<file path="src/rtl/load_store_unit.sv">
// Load/store unit: byte/half/word accesses onto a word memory, with read-modify-write for SB/SH.
// Latency accept->done: error 1, load 2, store 3 cycles; req is ignored while busy (no queueing).
// Optional range check against DEPTH when LSU_BOUNDS_CHECK_EN is defined.
module load_store_unit #(
    parameter int DEPTH = 256
) (
    input  logic        clk,
    input  logic        rst,
    input  logic        req,
    input  logic        we,
    input  logic [2:0]  funct3,
    input  logic [31:0] addr,
    input  logic [31:0] wdata,
    output logic [31:0] rdata,
    output logic        done,
    output logic        err,
    output logic        busy,
    output logic [31:0] mem_A,
    output logic [31:0] mem_WD,
    output logic        mem_WE,
    input  logic [31:0] mem_RD
);

    typedef enum logic [2:0] {IDLE, RD, WR, DONE, ERR} state_t;

`ifdef LSU_BOUNDS_CHECK_EN
    localparam bit BOUNDS_CHK = 1'b1;
`else
    localparam bit BOUNDS_CHK = 1'b0;
`endif
    localparam logic [29:0] DEPTH_W = 30'(DEPTH);

    state_t      state, state_nx;
    logic        we_q;
    logic [2:0]  f3_q;
    logic [31:0] addr_q, wdata_q;
    logic        legal, misal, oob, bad;
    logic [7:0]  lb;
    logic [15:0] lh;
    logic [31:0] load_val, merged;

    assign mem_A = {2'b00, addr_q[31:2]};
    assign busy  = (state != IDLE);
    assign done  = (state == DONE) || (state == ERR);
    assign err   = (state == ERR);

    always_comb begin
        legal = 1'b0;
        case (funct3)
            3'b000, 3'b001, 3'b010: legal = 1'b1;
            3'b100, 3'b101:         legal = !we;
            default:                legal = 1'b0;
        endcase
        misal = ((funct3[1:0] == 2'b01) && addr[0]) ||
                ((funct3[1:0] == 2'b10) && (addr[1:0] != 2'b00));
        oob   = BOUNDS_CHK && (addr[31:2] >= DEPTH_W);
        bad   = !legal || misal || oob;
    end

    always_comb begin
        state_nx = state;
        case (state)
            IDLE:    if (req) state_nx = bad ? ERR : RD;
            RD:      state_nx = we_q ? WR : DONE;
            WR:      state_nx = DONE;
            DONE:    state_nx = IDLE;
            ERR:     state_nx = IDLE;
            default: state_nx = IDLE;
        endcase
    end

    always_comb begin
        lb = mem_RD[{addr_q[1:0], 3'b000} +: 8];
        lh = mem_RD[{addr_q[1], 4'b0000} +: 16];
        case (f3_q)
            3'b000:  load_val = {{24{lb[7]}}, lb};
            3'b001:  load_val = {{16{lh[15]}}, lh};
            3'b100:  load_val = {24'd0, lb};
            3'b101:  load_val = {16'd0, lh};
            default: load_val = mem_RD;
        endcase
    end

    always_comb begin
        merged = mem_RD;
        case (f3_q[1:0])
            2'b00:   merged[{addr_q[1:0], 3'b000} +: 8]  = wdata_q[7:0];
            2'b01:   merged[{addr_q[1], 4'b0000} +: 16]  = wdata_q[15:0];
            default: merged = wdata_q;
        endcase
    end

    // The strobe rises one cycle after WR is entered, so mem_WD (loaded leaving RD)
    // has a full cycle of setup and mem_A/mem_WD hold until after it falls.
    always_ff @(posedge clk or posedge rst) begin
        if (rst) begin
            state   <= IDLE;
            we_q    <= 1'b0;
            f3_q    <= 3'd0;
            addr_q  <= 32'd0;
            wdata_q <= 32'd0;
            rdata   <= 32'd0;
            mem_WD  <= 32'd0;
            mem_WE  <= 1'b0;
        end else begin
            state  <= state_nx;
            mem_WE <= (state == WR);
            if (state == IDLE && req) begin
                we_q    <= we;
                f3_q    <= funct3;
                addr_q  <= addr;
                wdata_q <= wdata;
            end
            if (state == RD) begin
                if (we_q) mem_WD <= merged;
                else      rdata  <= load_val;
            end
        end
    end

endmodule
</file>
<file path="config.mk">
export PLATFORM = sky130hd
export DESIGN_NAME = load_store_unit
export DESIGN_NICKNAME = d
export VERILOG_FILES = /design/src/rtl/load_store_unit.sv
export SDC_FILE = /design/constraint.sdc
export NUM_CORES = 1
export LEC_CHECK = 0
export ABC_AREA = 0
export CAP_MARGIN = 0
export CORE_MARGIN = 2
export CORE_UTILIZATION = 48
export CTS_CLUSTER_DIAMETER = 50
export CTS_CLUSTER_SIZE = 16
export DETAILED_ROUTE_END_ITERATION = 12
export MAX_ROUTING_LAYER = met4
export PLACE_DENSITY = 0.81
export SLEW_MARGIN = 25
export SYNTH_ARGS = -nofsm -noshare
export SYNTH_HDL_FRONTEND = slang
export SYNTH_SLANG_ARGS = --single-unit
export TNS_END_PERCENT = 30
</file>
<file path="constraint.sdc">
create_clock -name clk -period 5.4 [get_ports clk]
set_input_delay 1.08 -clock clk [delete_from_list [all_inputs] [get_ports clk]]
set_output_delay 1.08 -clock clk [all_outputs]
set_load 0.05 [all_outputs]
</file>
==> results of run 1 <==
[cell usage in the layout (no fill, tap or decap), types with 4 or more instances in the layout]
cell type        instances
a22oi_1                 21
buf_4                    9
a21oi_1                 25
nor3b_1                  4
a221oi_1                 8
nor2_1                  33
clkbuf_8                 6
mux2i_1                  8
ha_1                     5
nand3_1                 22
clkbuf_16               17
nor4b_1                  9
o22a_1                  24
nand3_2                 10
a221o_1                 18
o21ai_0                 19
a222oi_1                 8
clkdlybuf4s50_1        200
nand2_1                 36
nand3b_1                 9
dfrtp_1                135
inv_1                   12
mux2_2                  90
[cell type report]
type	count	area, µm²	area share
multi-input combinational	377	2970	0.318
tap	180	225	0.0241
timing repair buffer	209	2070	0.221
inverter	13	51.3	0.00549
clock buffer	24	512	0.0547
sequential	136	3400	0.364
clock inverter	7	114	0.0122
[worst paths after layout]
path / cells after the start / end / startpoint
min in group asynchronous: 2 / addr_q[15]$_DFFE_PP0P_ / rst
max reg2reg: 4 / wdata_q[4]$_DFFE_PP0P_ / state[0]$_DFFE_PP0P_
min reg2reg: 2 / rdata[25]$_DFFE_PP0P_ / rdata[25]$_DFFE_PP0P_
max: 3 / done / state[2]$_DFFE_PP0P_
max in group asynchronous: 3 / f3_q[1]$_DFFE_PP0P_ / rst
min: 2 / rdata[25]$_DFFE_PP0P_ / rdata[25]$_DFFE_PP0P_
[metal layers]
layer,share of wire,GRT usage,vias to the layer above
li1,-,-,2500
met4,0.017,0.0824,0
met2,0.48,0.441,279
met1,0.42,0.372,2745
met3,0.084,0.0636,26
met5,0,-,-
[report_power, final]
group,switching (mW),leakage (nW),internal [mW]
sequential,0.441,1.62,1.53
combinational,2.35,1.98,1.45
clock,0.422,0.312,0.796
total,3.21,3.91,3.78
[cells by family (layout without fill, tap and decap cells)]
logic type | after synthesis | in the layout | synth area share
mux | 98 | 98 | 0.159
fa+ha+maj | 5 | 5 | 0.00909
xor+xnor | 1 | 1 | 0.00127
simple gates | 142 | 142 | 0.116
other cells | 1 | 2 | 0.000545
buf+inv | 96 | 253 | 0.0773
flops | 136 | 136 | 0.495
compound gates | 129 | 129 | 0.142
[registers in the layout (all words and copies together) (netlist names)]
register / cells
wdata_q: 32
mem_WD: 32
f3_q: 3
we_q: 1
addr_q: 32
mem_WE: 1
state: 3
rdata: 32
[worst max-delay path: stages, from the launching register on]
cell and delay (ns):
dfrtp_1 0.52, nor3b_1 0.28, nand2b_1 0.14, clkdlybuf4s50_1 0.80
[stage by stage]
stage          cells  utilization
2_1_floorplan    609            -
3_3_place_gp     915        0.625
3_5_place_dp     915        0.625
4_1_cts          946        0.670
5_1_grt          946        0.671
6_report         946        0.671
==> results.toml, run 1 <==
[sta]
fin_ws_ns = 2.17
final_max_slew_viol_count = 0
max_freq_mhz = 309
fin_crit_ns = 3.23
hold_violations = 0
fin_hold_ws_ns = 0.495
worstMarginPinSlew_ns = 0.893
fin_skew_ns = 0.00541
min_period_over_period = 0.599
tns_ns = 0
rsz0062_at_grt = "no"
setup_viol = 0
relSlewSlack = 0.405

[global_routing]
grt_usage = 0.283
grt_max_degree = 81
grt_pass1_vias = 5599
gr-total-overflow = 0
antenna_found_initial = 0
grt_pass1_wl_mm = 31.3

[clock_network]
clkTransAtPathRegs_ns = 0.06
cts_hold_buf = 0
htreeDepth = 4
ctsResizeCount = 0
ctsLongestPathBuffers = 2
worst_skew_pair.late_latency_ns = 0.42
tritoncts = "built"
cts_root_buf = "clkbuf_16"
cts_setup_buffers = 0
cts.sinks = 136
cts_made_buffers = 17

[detailed_routing]
via_per_inst = 5.87
wirelength_mm = 20.4
first_pass_iters = 5
detail-route-antenna-nets = 0
wl_per_cell_um = 21.6
num_vias = 5550
drt_iter0_markers = 524
remaining_drc_errors = 0

[floorplan]
start_util = 0.494
fp.dieArea_um2 = 15300
die_height_um = 124
io_pins = 203
coreArea_um2 = 13900
die_width_um = 124
num_rows = 43

[synth]
yosysTopAreaCellShare = 0.495
syn_inst = 608
avgSynthCellArea_um2 = 11.3
synth_edf_count = 0
yosys_register_bits = 136
yosysMostFrequentCell = "dfrtp_1"
synth.area.top_cells = "dfrtp_1 49%, mux2_2 15%, buf_4 3.6%"
synth_common_cells = "136 x dfrtp_1, 90 x mux2_2, 36 x nand2_1"
synth_largest_area_cell = "dfrtp_1"
synth_area_um2 = 6880
ys_types = 45
ys_seq_area_frac = 0.495
synth_ff_type = "dfrtp_1"
ys_warn_count = 0
async_flop_share = 1.00

[worst_setup_path]
cp-end-kind = "output pin"
critPathLaunchType = "register"
critPathRequiredTime_ns = 4.32
criticalPathCategory = "reg2out"
cp_max_fo = 10
ff2ff_setup_slack_ns = 2.76
arrival_ns = 2.15

[job]
drv_cap = 0

[cells_and_area]
fillers = 1070
drive_gt1_frac = 0.195
nNetsFinal = 862
insertedDiodeCount = 0
area_delta_synth_final_pct = 35.9
stdcell_area_um2 = 9350

[power]
pwr_density_cell_nw_per_um2 = 747
peakVddDrop_mv = 0.492
total_power_mw = 6.99
power.leakage_nw = 3.91

[place]
place_congestion = 0.912
place_ws_ns = 2.02
post-dp-hpwl_mm = 14.2
place_area_um2 = 8710
io_buffers = 200

[worst_hold_path]
hold_class = "reg2reg"

[status]
outcome = "completed"
No activity file was read; power rests on OpenSTA's default activity.
==> run 2, diff against run 1 <==
==> constraint.sdc (replaced) <==
create_clock -name clk -period 3.3 [get_ports clk]
set_input_delay 0.66 -clock clk [delete_from_list [all_inputs] [get_ports clk]]
set_output_delay 0.66 -clock clk [all_outputs]
set_load 0.05 [all_outputs]
==> run 2 against run 1 <==
Compared with the run above:
- worst hold slack worse by 0.0081 ns
- cell count grew 0.21%
- sequential share of layout area fell by 0.13 points
- critical path depth is the same
- combinational power is 61% higher
- largest cell class unchanged
==> results.toml, run 2 (synthesis gave the netlist of run 1 again) <==
[place]
io_buffers = 200
place_congestion = 0.903
post-dp-hpwl_mm = 14.3
place_area_um2 = 8750

[status]
outcome = "completed"

[detailed_routing]
detail-route-antenna-nets = 0
remaining_drc_errors = 0
drt_iter0_markers = 546
num_vias = 5626
first_pass_iters = 6
wl_per_cell_um = 21.3
wirelength_mm = 20.2
via_per_inst = 5.93

[sta]
fin_skew_ns = 0.00559
setup_viol = 0
hold_violations = 0
max_freq_mhz = 359
fin_crit_ns = 2.78
rsz0062_at_grt = "no"
fin_hold_ws_ns = 0.487
min_period_over_period = 0.843
relSlewSlack = 0.482
final_max_slew_viol_count = 0
tns_ns = 0
worstMarginPinSlew_ns = 0.777

[worst_setup_path]
arrival_ns = 2.12
criticalPathCategory = "reg2out"
critPathLaunchType = "register"
cp-end-kind = "output pin"
cp_max_fo = 10
critPathRequiredTime_ns = 2.64

[global_routing]
grt_pass1_vias = 5568
grt_usage = 0.281
grt_pass1_wl_mm = 31.0
antenna_found_initial = 0
gr-total-overflow = 0
grt_max_degree = 137

[floorplan]
fp.dieArea_um2 = 15300
die_height_um = 124
die_width_um = 124
start_util = 0.494
io_pins = 203
coreArea_um2 = 13900
num_rows = 43

[power]
p_int_mw = 6.27
swShare = 0.455
power.leakage_nw = 3.93
clockPowerShare = 0.178
peakVddDrop_mv = 0.749
pwr_density_cell_nw_per_um2 = 1230
p_switching_mw = 5.24
seqPwrFrac = 0.289
combPwrFrac = 0.533
total_power_mw = 11.5

[cells_and_area]
insertedDiodeCount = 0
layout_common_cells = "200 x clkdlybuf4s50_1, 135 x dfrtp_1, 90 x mux2_2, 36 x nand2_1, 33 x nor2_1"
area_delta_synth_final_pct = 36.4
drive_gt1_frac = 0.193
stdcell_area_um2 = 9380
fillers = 1033
multi_input_area_um2 = 2960
seq_area_um2 = 3400
nNetsFinal = 863
final_common_cell = "clkdlybuf4s50_1"
fin_util = 0.673

[clock_network]
cts.sinks = 136
cts_hold_buf = 0
clkTransAtPathRegs_ns = 0.06
ctsResizeCount = 0
tritoncts = "built"
cts_made_buffers = 17
ctsLongestPathBuffers = 2
cts_root_buf = "clkbuf_16"
cts_setup_buffers = 0
worst_skew_pair.late_latency_ns = 0.42
htreeDepth = 4

[job]
drv_cap = 0

[worst_hold_path]
hold_class = "reg2reg"
[run 2: per-layer routing]
layer / up-vias / GRT usage / part of all wire
met2: 288 / 0.431 / 0.46
met1: 2804 / 0.356 / 0.42
met3: 35 / 0.0742 / 0.088
met5: - / - / 0
li1: 2499 / - / -
met4: 0 / 0.112 / 0.028
[run 2: path summary, 6_finish.rpt]
kind                                      endpoint  cells after the start                    from  slack [ns]
setup reg to reg            mem_WD[15]$_DFFE_PP0P_                      5   addr_q[1]$_DFFE_PP0P_        0.97
min in group asynchronous   addr_q[23]$_DFFE_PP0P_                      3                     rst        0.78
max in group asynchronous  wdata_q[18]$_DFFE_PP0P_                      3                     rst        1.89
hold reg to reg             mem_WD[14]$_DFFE_PP0P_                      2  mem_WD[14]$_DFFE_PP0P_        0.49
setup / recovery                              done                      3    state[2]$_DFFE_PP0P_        0.52
hold / removal              mem_WD[14]$_DFFE_PP0P_                      2  mem_WD[14]$_DFFE_PP0P_        0.49
[run 2: area by class of cell]
cell class | instances | area share
Clock buffer | 23 | 0.0499
Clock inverter | 9 | 0.0181
Inverter | 13 | 0.00560
Multi-Input combinational cell | 377 | 0.316
Sequential cell | 136 | 0.363
Tap cell | 180 | 0.0240
Timing Repair Buffer | 210 | 0.224
[run 2: per-stage QoR]
step | setup slack (ns) | std cells
after floorplan | 0.391 | 609
after global placement | 0.907 | 916
after detailed placement | 0.866 | 916
after CTS | 0.481 | 948
after global routing | 0.359 | 948
final | 0.517 | 948
[run 2: power groups by stage]
stage	Clock (mW)	Combinational, mW	Sequential [mW]
floorplan	0	3.42	4.24
global placement	0	6.04	3.28
detailed placement	0	6.13	3.33
CTS	2.08	6.16	3.31
global route	2.17	6.50	3.42
finish	2.05	6.13	3.32
[run 2: worst max-delay path: stages, from the launching register on]
cell,delay (ns)
dfrtp_1,0.51
nor3b_1,0.27
nand2b_1,0.13
clkdlybuf4s50_1,0.80
==> RTL edit (settings of run 2) <==
Encoding of `state_t`: now one-hot (5 bits for 5 states).
--- a/src/rtl/load_store_unit.sv
+++ b/src/rtl/load_store_unit.sv
@@ -21,7 +21,7 @@
     input  logic [31:0] mem_RD
 );
 
-    typedef enum logic [2:0] {IDLE, RD, WR, DONE, ERR} state_t;
+    typedef enum logic [4:0] {IDLE = 5'b00001, RD = 5'b00010, WR = 5'b00100, DONE = 5'b01000, ERR = 5'b10000} state_t;
 
 `ifdef LSU_BOUNDS_CHECK_EN
     localparam bit BOUNDS_CHK = 1'b1;
Function: same outputs for any inputs over 4 cycles, from zero or initial values and one cycle with rst high; so few cycles prove little.
==> RTL edit against run 2 <==
  * Power shrank 12%
  * Setup slack lost 0.18 ns
  * Area after synthesis shrank 0.49%
  * Design area grew 0.88%
  * Via count grew 1.7%
  * Wire length grew 0.15%
  * Sequential cell count grew 2
  * Utilization grew 0.86 points
  * Largest cell class unchanged
==> RTL edit: results (changes against run 2) <==
| Metric | Value |
|---|---|
| Reg2Reg Capture Point | `mem_WD[9]` |
| Largest delay share family, worst path | `simple AND/OR/NAND/NOR gates` |
| DRT iter0 DRCs | `602 (+10%)` |
| Top post-synthesis cells by area | `dfrtp_1 50%, mux2_2 13%, nor2_1 4.6%, a21oi_1 3.8%, buf_4 3.6%` |
| LEAKAGE | `3.84 nW (-2.1%)` |
| First-pass GRT wire length | `30.7 mm (-0.83%)` |
| Nets | `891 (+3.2%)` |
| Seq/Total Area, Yosys | `50.5% (+0.99 points)` |
| Cells on Worst Hold Path | `1 (-1)` |
| Slew HR | `36.2% (-12 points)` |
| Synth cell count leaders | `137 x dfrtp_1, 84 x nor2_1, 82 x mux2_2` |
| DRT Wirelength | `20.2 mm (+0.15%)` |
| Hold slack final | `0.502 ns (+0.0149 ns)` |
| Outcome | `finished clean` |
| Hold Path Sink | `addr_q[2]` |
| Post-Route Skew | `0.0131 ns (+0.00755 ns)` |
| Inst Count DP | `944 (+3.1%)` |
| VDD IR-drop max | `653 µV (-13%)` |
| R2R Path Start | `addr_q[0]` |
| Largest net degree at the start of global routing | `66 (-52%)` |
| Unique masters post-synth | `44 (-2.2%)` |
| Mapped Avg Cell Area | `11.0 µm² (-3.2%)` |
| Worst EP arrival | `2.31 ns (+0.19 ns)` |
| Fill cell count | `977 (-5.4%)` |
| DP HPWL | `14.7 mm (+2.4%)` |
| Metal-1 WL | `8.31 mm (-1.7%)` |
| Worst path max stage delay | `0.70 ns (-0.10 ns)` |
| Slack of the worst reg-to-reg path | `0.78 ns (-0.19 ns)` |
| Tot GR Track Use | `27.9% (-0.20 points)` |
| Met3 wire len | `2.07 mm (+16%)` |
| Routed length on met2 | `9.25 mm (-1.5%)` |
-- RTL edit: where the power goes --
| group | switching [mW] | internal [mW] | leakage (nW) |
|---|---|---|---|
| clock network | 0.710 | 1.38 | 0.321 |
| registers | 0.590 | 2.38 | 1.58 |
| logic | 3.11 | 1.94 | 1.95 |
-- RTL edit: layout make-up --
class	instances	area share (%)
clock inverter	11	2.02
multi-input combinational	407	31.4
clock buffer	21	4.86
inverter	7	0.317
sequential	138	36.5
timing repair buffer	212	22.5
tap	180	2.38
-- RTL edit: worst max-delay path by stage --
| stage | cells after the start | end | from |
|---|---|---|---|
| after global routing | 3 | busy | state[3] |
| after detailed placement | 5 | addr_q[22] | req |
| after global placement | 7 | mem_WD[23] | addr_q[1] |
| after floorplan | 1 | done | state[1] |
| final | 3 | busy | state[3] |
| after CTS | 3 | busy | state[3] |
-- RTL edit: metrics by stage --
stage	setup slack (ns)	power, mW
finish	0.335	10.1
global route	0.268	10.6
CTS	0.333	10.1
detailed placement	0.706	8.00
global placement	0.761	7.87
floorplan	0.673	6.52
-- RTL edit: cells by family (layout without fill, tap and decap cells) --
group,count (synthesis),after routing,synth area share (%)
and+or+nand+nor,157,157,10.8
AOI/OAI and AO/OA,140,140,14.7
DFF,138,138,50.5
muxes,101,101,16.3
buffers and inverters,81,251,6.54
adders and majority gates,5,5,0.914
xor gates and xnor gates,2,2,0.256
other,1,2,0.0548
-- RTL edit: routing by layer --
metal / vias to the layer above / GRT usage, %
li1: 2551 / -
met1: 2774 / 37.2
met2: 340 / 42.4
met3: 57 / 5.95
met4: 0 / 9.52
met5: - / -
